$ cat config.mk
export PLATFORM = sky130hd
export DESIGN_NAME = line_buf_loader
export DESIGN_NICKNAME = d
export VERILOG_FILES = /design/src/rtl/line_buf_pkg.sv /design/src/rtl/rd_lat_pipe.sv /design/src/rtl/line_buf_loader.sv
export SDC_FILE = /design/constraint.sdc
export NUM_CORES = 1
export LEC_CHECK = 0
export ABC_AREA = 1
export CAP_MARGIN = 20
export CORE_AREA = 2 2 323 325
export DETAILED_ROUTE_END_ITERATION = 12
export DIE_AREA = 0 0 325 327
export PLACE_DENSITY_LB_ADDON = 0.12
export SLEW_MARGIN = 20
export SYNTH_ARGS = -nofsm -noshare
export SYNTH_HDL_FRONTEND = slang
export SYNTH_SLANG_ARGS = --single-unit
export TNS_END_PERCENT = 1
$ cat constraint.sdc
create_clock -name clk -period 34 [get_ports clk]
set_clock_uncertainty 0.05 [all_clocks]
set_input_delay 5.1 -clock clk [delete_from_list [all_inputs] [get_ports clk]]
set_output_delay 5.1 -clock clk [all_outputs]
set_load 0.01 [all_outputs]
$ cat src/rtl/line_buf_pkg.sv
// Shared types and constants for the line buffer loader: FSM state encoding,
// read-latency bounds and the default base address of line 0.
package line_buf_pkg;

  typedef enum logic [1:0] {
    ST_IDLE   = 2'd0,
    ST_FETCH  = 2'd1,
    ST_DRAIN  = 2'd2,
    ST_COMMIT = 2'd3
  } state_t;

  localparam int RD_LAT_MIN = 1;
  localparam int RD_LAT_MAX = 4;

  localparam logic [12:0] DEFAULT_BASE_ADDR = 13'h800;

endpackage

$ cat src/rtl/rd_lat_pipe.sv
// Valid+index delay line matching the memory read latency. The flush input
// clears every stage so that reads already in flight are never captured.
module rd_lat_pipe #(
  parameter int DEPTH = 1,
  parameter int IDX_W = 7
) (
  input  logic             clk,
  input  logic             rst,
  input  logic             flush,
  input  logic             in_valid,
  input  logic [IDX_W-1:0] in_idx,
  output logic             out_valid,
  output logic [IDX_W-1:0] out_idx
);

  logic [DEPTH-1:0] valid_q;
  logic [IDX_W-1:0] idx_q [DEPTH];

  always_ff @(posedge clk or posedge rst) begin
    if (rst) begin
      valid_q <= '0;
      for (int i = 0; i < DEPTH; i++) idx_q[i] <= '0;
    end else if (flush) begin
      valid_q <= '0;
      for (int i = 0; i < DEPTH; i++) idx_q[i] <= '0;
    end else begin
      valid_q[0] <= in_valid;
      idx_q[0]   <= in_idx;
      for (int i = 1; i < DEPTH; i++) begin
        valid_q[i] <= valid_q[i-1];
        idx_q[i]   <= idx_q[i-1];
      end
    end
  end

  assign out_valid = valid_q[DEPTH-1];
  assign out_idx   = idx_q[DEPTH-1];

endmodule

$ cat src/rtl/line_buf_loader.sv
// Fetches one N_CHARS-character line from character memory into a flat output bus.
// Define LINE_BUF_LOADER_DOUBLE_BUF_EN for an atomic (shadow-buffered) line update.
module line_buf_loader
  import line_buf_pkg::*;
#(
  parameter int                N_CHARS   = 100,
  parameter int                CHAR_W    = 8,
  parameter int                ADDR_W    = 13,
  parameter int                LINE_W    = 5,
  parameter logic [ADDR_W-1:0] BASE_ADDR = ADDR_W'(DEFAULT_BASE_ADDR),
  parameter int                RD_LAT    = 1
) (
  input  logic                      clk,
  input  logic                      rst,
  input  logic                      en,
  input  logic                      trg,
  input  logic [LINE_W-1:0]         line_idx,
  input  logic [CHAR_W-1:0]         data_in,
  output logic [ADDR_W-1:0]         mem_addr,
  output logic                      mem_rd,
  output logic                      busy,
  output logic                      done,
  output logic [N_CHARS*CHAR_W-1:0] out
);

  localparam int K_W = (N_CHARS > 1) ? $clog2(N_CHARS) : 1;
  localparam int LAT = (RD_LAT < RD_LAT_MIN) ? RD_LAT_MIN :
                       (RD_LAT > RD_LAT_MAX) ? RD_LAT_MAX : RD_LAT;

  state_t            state, state_nx;
  logic [K_W-1:0]    k_q, k_nx;
  logic [1:0]        drain_q, drain_nx;
  logic              pending_q, pending_nx;
  logic              start;
  logic [LINE_W-1:0] cur_line;
  logic              fetch;
  logic [ADDR_W-1:0] line_off;
  logic              cap_valid;
  logic [K_W-1:0]    cap_idx;

  always_ff @(posedge clk or posedge rst) begin
    if (rst) begin
      state     <= ST_IDLE;
      k_q       <= '0;
      drain_q   <= '0;
      pending_q <= 1'b0;
      cur_line  <= '0;
    end else begin
      state     <= state_nx;
      k_q       <= k_nx;
      drain_q   <= drain_nx;
      pending_q <= pending_nx;
      if (start) cur_line <= line_idx;
    end
  end

  // Request handshake: trg is a level sampled every cycle. In IDLE it starts a
  // load; while busy it sets one pending request (extra trg pulses are absorbed),
  // which starts from IDLE right after COMMIT. done pulses for exactly one cycle
  // in COMMIT; busy covers FETCH..COMMIT. en low aborts and drops everything.
  always_comb begin
    state_nx   = state;
    k_nx       = k_q;
    drain_nx   = drain_q;
    pending_nx = pending_q;
    start      = 1'b0;
    if (!en) begin
      state_nx   = ST_IDLE;
      k_nx       = '0;
      drain_nx   = '0;
      pending_nx = 1'b0;
    end else begin
      if (state != ST_IDLE && trg) pending_nx = 1'b1;
      case (state)
        ST_IDLE: begin
          if (trg || pending_q) begin
            start      = 1'b1;
            state_nx   = ST_FETCH;
            k_nx       = '0;
            pending_nx = 1'b0;
          end
        end
        ST_FETCH: begin
          if (k_q == K_W'(N_CHARS - 1)) begin
            state_nx = ST_DRAIN;
            drain_nx = '0;
          end else begin
            k_nx = k_q + K_W'(1);
          end
        end
        ST_DRAIN: begin
          if (drain_q == 2'(LAT - 1)) state_nx = ST_COMMIT;
          else                        drain_nx = drain_q + 2'd1;
        end
        ST_COMMIT: state_nx = ST_IDLE;
        default:   state_nx = ST_IDLE;
      endcase
    end
  end

  // Address arithmetic deliberately wraps modulo 2^ADDR_W.
  assign fetch    = (state == ST_FETCH);
  assign line_off = ADDR_W'(cur_line * N_CHARS);
  assign mem_rd   = fetch;
  assign mem_addr = fetch ? (BASE_ADDR + line_off + ADDR_W'(k_q)) : '0;
  assign busy     = (state != ST_IDLE);
  assign done     = (state == ST_COMMIT);

  rd_lat_pipe #(
    .DEPTH (LAT),
    .IDX_W (K_W)
  ) u_rd_lat_pipe (
    .clk       (clk),
    .rst       (rst),
    .flush     (~en),
    .in_valid  (fetch),
    .in_idx    (k_q),
    .out_valid (cap_valid),
    .out_idx   (cap_idx)
  );

  for (genvar g = 0; g < N_CHARS; g++) begin : g_slot
    logic              wr;
    logic [CHAR_W-1:0] slot_q;

    assign wr = cap_valid && (cap_idx == K_W'(g));

`ifdef LINE_BUF_LOADER_DOUBLE_BUF_EN
    logic [CHAR_W-1:0] shadow_q;

    // The visible slot only changes on COMMIT, so an aborted load never shows.
    always_ff @(posedge clk or posedge rst) begin
      if (rst) begin
        shadow_q <= '0;
        slot_q   <= '0;
      end else begin
        if (wr)   shadow_q <= data_in;
        if (done) slot_q   <= shadow_q;
      end
    end
`else
    always_ff @(posedge clk or posedge rst) begin
      if (rst)     slot_q <= '0;
      else if (wr) slot_q <= data_in;
    end
`endif

    assign out[CHAR_W*g +: CHAR_W] = slot_q;
  end

endmodule

## After elaboration in Yosys (flattened, before gate mapping)

Cells that the tools add are included.

- Register bits: 825
- Output and inout port bits: 816

- Add/sub/neg operators: 4
- Multipliers: 1
- Eq/ne operators: 110
- Muxes and demuxes: 23
- Reductions and logical operators: 109

Operators with widths:

| cell | count |
|---|---|
| $eq 7x7->1 const B | 37 |
| $eq 7x6->1 const B | 32 |
| $eq 7x5->1 const B | 16 |
| $logic_and 1x1->1 | 101 |
| $eq 7x4->1 const B | 8 |
| $eq 7x3->1 const B | 4 |
| $mux 7 | 4 |
| $eq 7x2->1 const B | 2 |
| $mux 2 | 7 |
| $pmux 7 s2 | 1 |
| $add 12x12->13 const A | 1 |
| $add 13x7->13 | 1 |
| $mux 13 | 1 |
| $ne 3x3->1 const B | 4 |
| $mul 5x5->10 const B | 1 |
| $reduce_and 3->1 | 3 |
| $mux 1 | 8 |
| $pmux 2 s4 | 1 |
| $add 7x1->7 const B | 1 |
| $eq 7x1->1 const B | 1 |
| $logic_not 7->1 | 1 |
| $ne 3x1->1 const B | 2 |
| $eq 2x2->1 const B | 2 |
| $logic_not 2->1 | 2 |
| 6 further kinds | 6 |

## Longest topological paths before layout

Gate-level depths: netlist of run 1.

- Depth after elaboration: 6
- Mapped depth: 16
- Mapped depth without buffers: 16

## Modules after synthesis

From an unflattened synthesis of run 1, not the netlist that was laid out.

- Cells, all modules: 3024
- Area total of the unflattened synthesis: 30486.7 µm²

Modules (own cells, without submodules):

| module | times used | cells an instance | area an instance (µm²) | sequential area each (µm²) |
|---|---|---|---|---|
| line_buf_loader | 1 | 2998 | 30211.5 | 20444.6 |
| rd_lat_pipe | 1 | 26 | 275.3 | 200.2 |

## Least setup slack after synthesis of run 1

Ideal clock, no wire load.

- Path type: register -> output
- Start: register cur_line[3]
- End: output mem_addr[11]
- Arrival: 2.350 ns
- Data required time: 28.850 ns
- Path slack: 26.500 ns
- Cell stages (with the launch flop): 14
- Path buffers: 0
- Cells stage by stage: dfrtp_1 -> inv_1 -> ha_1 -> inv_1 -> ha_1 -> ha_1 -> ha_1 -> nand3_1 -> nand2_1 -> xor2_1 -> nand3_1 -> nand2_1 -> inv_1 -> nor2_1

- Cells in the longest elaborated chain, start to end: 4

Ends and longest elaborated chain:

| element | line | source |
|---|---|---|
| from (decl) | line_buf_loader.sv:35 | `logic [LINE_W-1:0] cur_line;` |
| from (signal assigned) | line_buf_loader.sv:53 | `if (start) cur_line <= line_idx;` |
| $mul 5x5->10 | line_buf_loader.sv:103 | `assign line_off = ADDR_W'(cur_line * N_CHARS);` |
| $add 12x12->13 | line_buf_loader.sv:105 | `assign mem_addr = fetch ? (BASE_ADDR + line_off + ADDR_W'(k_q)) : '0;` |
| $add 13x7->13 | line_buf_loader.sv:105 |  |
| $mux 13 | line_buf_loader.sv:105 |  |
| to (decl) | line_buf_loader.sv:19 | `output logic [ADDR_W-1:0] mem_addr,` |

Every way passes these cells.

## Final worst setup path of run 1

- Start: register cur_line[1]
- End: output mem_addr[12]

The elaborated chain is that of the path after synthesis.

==> flow_summary.toml, run 1 <==
[run_status]
status = "finished clean"

[logic_synthesis]
yosys-top-cells-area = "dfrtp_1 68%, nand2_1 12%, o21ai_0 9.5%"
synth_xor_area_frac = 0.00144
synth.distinct_cells = 25
netlist_area_um2 = 30500
yosys.area_share.simple = 0.139
synthCells = 3027
synth_top_area_share = 0.677
synth_mux_area_frac = 0.00148
yosys_warnings = 0
ys_ff_latch = 825
avgSynthCellArea_um2 = 10.1
ys_seq_area_frac = 0.677
synth_adder_area_share = 0.0124
synth_nets = 3073
yosysTopAreaCell = "dfrtp_1"
synth_compound_area_frac = 0.135
synth_top_family_by_area = "simple AND/OR/NAND/NOR gates"

[power_and_ir_drop]
power.density_nw_per_um2 = 54.3
leakage_nw = 20.3
ir_drop_mv = 0.0359

[worst_setup_path]
worstSetupStartpointType = "register"
critical_path_class = "reg -> out"
crit_path_end_kind = "primary output"
cp_max_fo = 5
arrival_ns = 3.73
worstPathRequired_ns = 28.85

[final_layout]
final_util = 0.421
final_layout_size_suffix_gt1_frac = 0.0585
nNetsFinal = 3832
area_delta_synth_final_pct = 41.9

[timing]
finalCriticalPeriod_ns = 8.88
fin_crit_sh = 0.261
slew_headroom = 0.253
setup-tns-final_ns = 0
hold_violations = 0
rsz0062_at_grt = "false"
tightest_slew_ns = 1.11
setup_viol = 0
finalMaxSlewViolations = 0
fmax_mhz = 113

[clock_tree]
clk_path_buf_depth = 3
path_clk_slew_ns = 0.06
holdBufCountCts = 0
cts_tree = "built"
cts-buffers-inserted = 91
root_buffer = "clkbuf_16"
cts_sinks = 825
htreeDepth = 3
insertion_delay_ns = 0.66
post_cts_buffers = 0
cts_resized = 0

[place]
io_buffers = 832
place_hpwl_um = 81700
gp_congestion = 0.780

[worst_hold_path]
hold_class = "reg -> reg"

[grt]
antenna_found_initial = 2
grtUsageTotal = 0.223
grt_pass1_vias = 23600
grt_max_degree = 139
grt_pass1_wl_um = 175000
gr-total-overflow = 0

[job]
drv_cap = 0

[route]
avgRoutedWirePerCell_um = 23.0
drt_iter0_markers = 1460
drtAntennaViolNets = 0
wl_um = 121000
vias = 24100
dr.pass1.iters = 5
via_per_inst = 4.59
drcViolationCount = 0

[die]
dieArea_um2 = 106000
die_x_um = 325
core_area_um2 = 103000
pin_count = 833
die_h_um = 327
row_count = 118
start_util = 0.297
[layout by cell type (no fill, tap or decap), types with 4 or more instances in the layout]
cell and n:
buf_4 22, nor3_4 6, o21ai_1 201, xor2_1 4, nand3_1 22, nor2_1 79, inv_1 59, dfrtp_1 825
inv_6 5, clkbuf_16 92, nor2_2 9, clkbuf_8 21, nor3_2 8, nand2_1 941, clkdlybuf4s50_1 832, nor3_1 5
mux2_2 4, bufinv_16 12, o21ai_0 577, inv_2 7, clkinv_2 17, inv_4 8, a21oi_1 43, clkbuf_1 13
ha_1 27
[layer usage]
metal / vias up / GRT usage / part of all wire
li1: 11400 / - / -
met1: 11700 / 0.279 / 0.42
met2: 734 / 0.360 / 0.47
met3: 164 / 0.0688 / 0.076
met4: 0 / 0.0903 / 0.038
met5: - / 0 / 0
[final timing paths]
check / cells past startpoint / slack, ns / endpoint / from
hold reg to reg: 2 / 0.43 / g_slot[11].slot_q[1] / g_slot[11].slot_q[1]
max in group asynchronous: 4 / 26.69 / g_slot[64].slot_q[6] / rst
hold / removal: 2 / 0.43 / g_slot[11].slot_q[1] / g_slot[11].slot_q[1]
setup / recovery: 12 / 25.12 / mem_addr[12] / cur_line[1]
min in group asynchronous: 2 / 4.92 / g_slot[99].slot_q[6] / rst
setup reg to reg: 4 / 30.81 / g_slot[48].slot_q[7] / u_rd_lat_pipe.out_valid
[layout make-up]
| class | count | area [um2] |
|---|---|---|
| antenna | 2 | 5.00 |
| clock buffer | 126 | 2640 |
| clock inverter | 43 | 623 |
| fill | 10200 | 59600 |
| inverter | 75 | 309 |
| multi-input combinational | 1936 | 8820 |
| sequential | 825 | 20600 |
| tap | 1380 | 1730 |
| timing repair buffer | 857 | 8540 |
[registers in the layout, summed over array words and instances (netlist names)]
register / flops
cur_line: 5
state: 2
drain_q: 2
g_slot.slot_q: 800
u_rd_lat_pipe.out_valid: 1
u_rd_lat_pipe.out_idx: 7
pending_q: 1
k_q: 7
[cells by family (layout without fill, tap and decap cells)]
logic type	Yosys count	in the layout
adders and majority gates	29	29
and+or+nand+nor	1077	1077
muxes	4	4
other	0	2
AOI/OAI and AO/OA	821	821
DFF	825	825
buffers and inverters	266	1101
xor gates and xnor gates	5	5
[critical path: stages (launching register included)]
cell,delay (ns)
dfrtp_1,0.44
ha_1,0.30
ha_1,0.28
ha_1,0.20
inv_1,0.07
fa_1,0.38
inv_1,0.08
nand3_1,0.06
nand2_1,0.07
xor2_1,0.29
nand3_1,0.17
a21oi_1,0.15
clkdlybuf4s50_1,0.55
[cell usage after synthesis, drive strengths merged]
cell type,number
fa,2
nor3,19
mux2,4
buf,41
inv,67
clkbuf,150
xor2,4
clkinv,8
nand3b,3
nand3,22
nand4,2
nand2,943
o21ai,778
ha,27
a21oi,43
nor2,88
dfrtp,825
xnor2,1
[report_power, final]
group	switching, mW	leakage [nW]	internal [mW]
Sequential	0.0160	7.37	0.999
Clock	0.430	1.61	0.639
Combinational	0.169	11.3	0.0957
Total	0.615	20.3	1.73
[stage by stage]
step | setup WS [ns] | hold WS [ns] | power, mW | cells | area, um2
6_report | 25.12 | 0.431 | 2.35 | 5244 | 43300
5_1_grt | 24.86 | 0.454 | 2.45 | 5243 | 43300
4_1_cts | 25.05 | 0.436 | 2.38 | 5242 | 43300
3_5_place_dp | 25.67 | 0.422 | 1.30 | 5073 | 40000
3_3_place_gp | 25.64 | 0.415 | 1.30 | 5073 | 40000
2_1_floorplan | 5.68 | 0.403 | 1.19 | 3027 | 30500
Note: power is estimated with default switching activity, not from simulation.
==> run 2, diff against run 1 <==
==> constraint.sdc (replaced) <==
create_clock -name clk -period 8.8 [get_ports clk]
set_clock_uncertainty 0.05 [all_clocks]
set_input_delay 1.32 -clock clk [delete_from_list [all_inputs] [get_ports clk]]
set_output_delay 1.32 -clock clk [all_outputs]
set_load 0.01 [all_outputs]
==> flow_summary.toml, run 2 (same netlist as run 1, synthesis figures left out) <==
[timing]
fmax_mhz = 199
slew_headroom = 0.349
setup-tns-final_ns = 0
fin_crit_sh = 0.570
rsz0062_at_grt = "false"
hold_violations = 0
finalMaxSlewViolations = 0
tightest_slew_ns = 0.971
setup_ws_ns = 3.78
finalCriticalPeriod_ns = 5.02
setup_viol = 0
hold_slack_ns = 0.429

[power_and_ir_drop]
p_comb_frac = 0.115
p_sw_mw = 2.36
power.density_nw_per_um2 = 205
leakage_nw = 20.2
clkPwrFrac = 0.442
switching_share = 0.267
power_mw = 8.85
intPower_mw = 6.49
ir_drop_mv = 0.134
p_seq_frac = 0.443

[die]
start_util = 0.297
die_x_um = 325
pin_count = 833
core_area_um2 = 103000
dieArea_um2 = 106000
die_h_um = 327
row_count = 118

[route]
dr.pass1.iters = 6
drtAntennaViolNets = 0
avgRoutedWirePerCell_um = 23.1
drcViolationCount = 0
vias = 24000
drt_iter0_markers = 1824
wl_um = 121000
via_per_inst = 4.58

[clock_tree]
path_clk_slew_ns = 0.06
htreeDepth = 3
cts_resized = 0
insertion_delay_ns = 0.66
post_cts_buffers = 0
cts_tree = "built"
cts_sinks = 825
root_buffer = "clkbuf_16"
holdBufCountCts = 0
cts-buffers-inserted = 94
clk_path_buf_depth = 3

[worst_setup_path]
critical_path_class = "reg -> out"
path_cells = "ha_1, ha_1, ha_1, inv_1, fa_1, inv_1, nand3_1, nand2_1, xor2_1, nand3_1, a21oi_1, clkdlybuf4s50_1"
rr_startpoint = "u_rd_lat_pipe.out_valid"
cp_common_cell = "ha_1"
worstPathRequired_ns = 7.43
max_stage_delay_ns = 0.55
cp_max_fo = 5
crit_path_end_kind = "primary output"
crit_start = "cur_line[1]"
arrival_ns = 3.65
worstSetupStartpointType = "register"
critical-path-slowest-cell = "clkdlybuf4s50_1"

[run_status]
status = "finished clean"

[final_layout]
final_layout_size_suffix_gt1_frac = 0.0564
area_delta_synth_final_pct = 41.5
final_cell_area_um2 = 43200
nNetsFinal = 3836
top_register = "g_slot.slot_q"
layout_common_cells = "941 x nand2_1, 832 x clkdlybuf4s50_1, 825 x dfrtp_1, 577 x o21ai_0, 201 x o21ai_1"
largest_reg_flops = 800
layout_commonest_cell = "nand2_1"

[worst_hold_path]
min_from = "g_slot[28].slot_q[7]"
hold_class = "reg -> reg"

[grt]
grt_pass1_vias = 23000
antenna_found_initial = 1
grt_max_degree = 153
grt_pass1_wl_um = 174000
gr-total-overflow = 0
grtUsageTotal = 0.223

[place]
dpl_cell_area_um2 = 40100
gp_congestion = 0.779
place_hpwl_um = 81400
place_ws_ns = 4.43
io_buffers = 832

[job]
drv_cap = 0
## run 2: changes by cell type in the layout (fill, tap and decap cells not counted), sizes merged
cell,change
clkbuf,+15
bufinv,-9
inv,-6
clkinvlp,+3
buf,+1
## run 2: power groups by stage
stage	Sequential [mW]	Combinational (mW)	Clock [mW]
finish	3.92	1.02	3.92
global route	3.93	1.14	4.19
CTS	3.92	1.04	4.03
detailed placement	3.99	1.04	0
global placement	3.99	1.04	0
floorplan	4.00	0.605	0
## run 2: worst paths after layout
check                           slack, ns              endpoint  depth (start not counted)
max in group asynchronous            6.15  g_slot[34].slot_q[0]                          4
worst min register to register       0.43  g_slot[28].slot_q[7]                          2
worst max register to register       5.83  g_slot[89].slot_q[2]                          5
worst max-delay path                 3.78          mem_addr[12]                         12
min in group asynchronous            1.10  g_slot[92].slot_q[4]                          3
worst min-delay path                 0.43  g_slot[28].slot_q[7]                          2
## run 2: layout make-up
| type | instances | area, um2 |
|---|---|---|
| well taps | 1380 | 1730 |
| diodes | 2 | 5.00 |
| flip-flops and latches | 825 | 20600 |
| clock buffers | 141 | 2750 |
| inverters | 75 | 305 |
| repair buffers | 858 | 8570 |
| fillers | 10200 | 59700 |
| multi-input cells | 1936 | 8820 |
| clock inverters | 31 | 348 |
## run 2: stage by stage
step | utilization | std cells
2_1_floorplan | - | 3027
3_3_place_gp | 0.389 | 5074
3_5_place_dp | 0.389 | 5074
4_1_cts | 0.419 | 5246
5_1_grt | 0.419 | 5246
6_report | 0.420 | 5248
## run 2: critical path, delay by kind of cell, from the launching register on
family	cells	cell delay (ns)
flops	1	0.44
simple gates	3	0.29
fa+ha+maj	4	1.16
buf+inv	3	0.70
xor+xnor	1	0.26
compound gates	1	0.15
## run 2: routing by layer
layer / wire, um / vias up / share of wire / track usage
met4: 4790 / 0 / 0.040 / 0.0911
met5: 0 / - / 0 / 0
met2: 57300 / 724 / 0.47 / 0.363
li1: - / 11400 / - / -
met3: 9430 / 189 / 0.078 / 0.0709
met1: 49600 / 11700 / 0.41 / 0.276
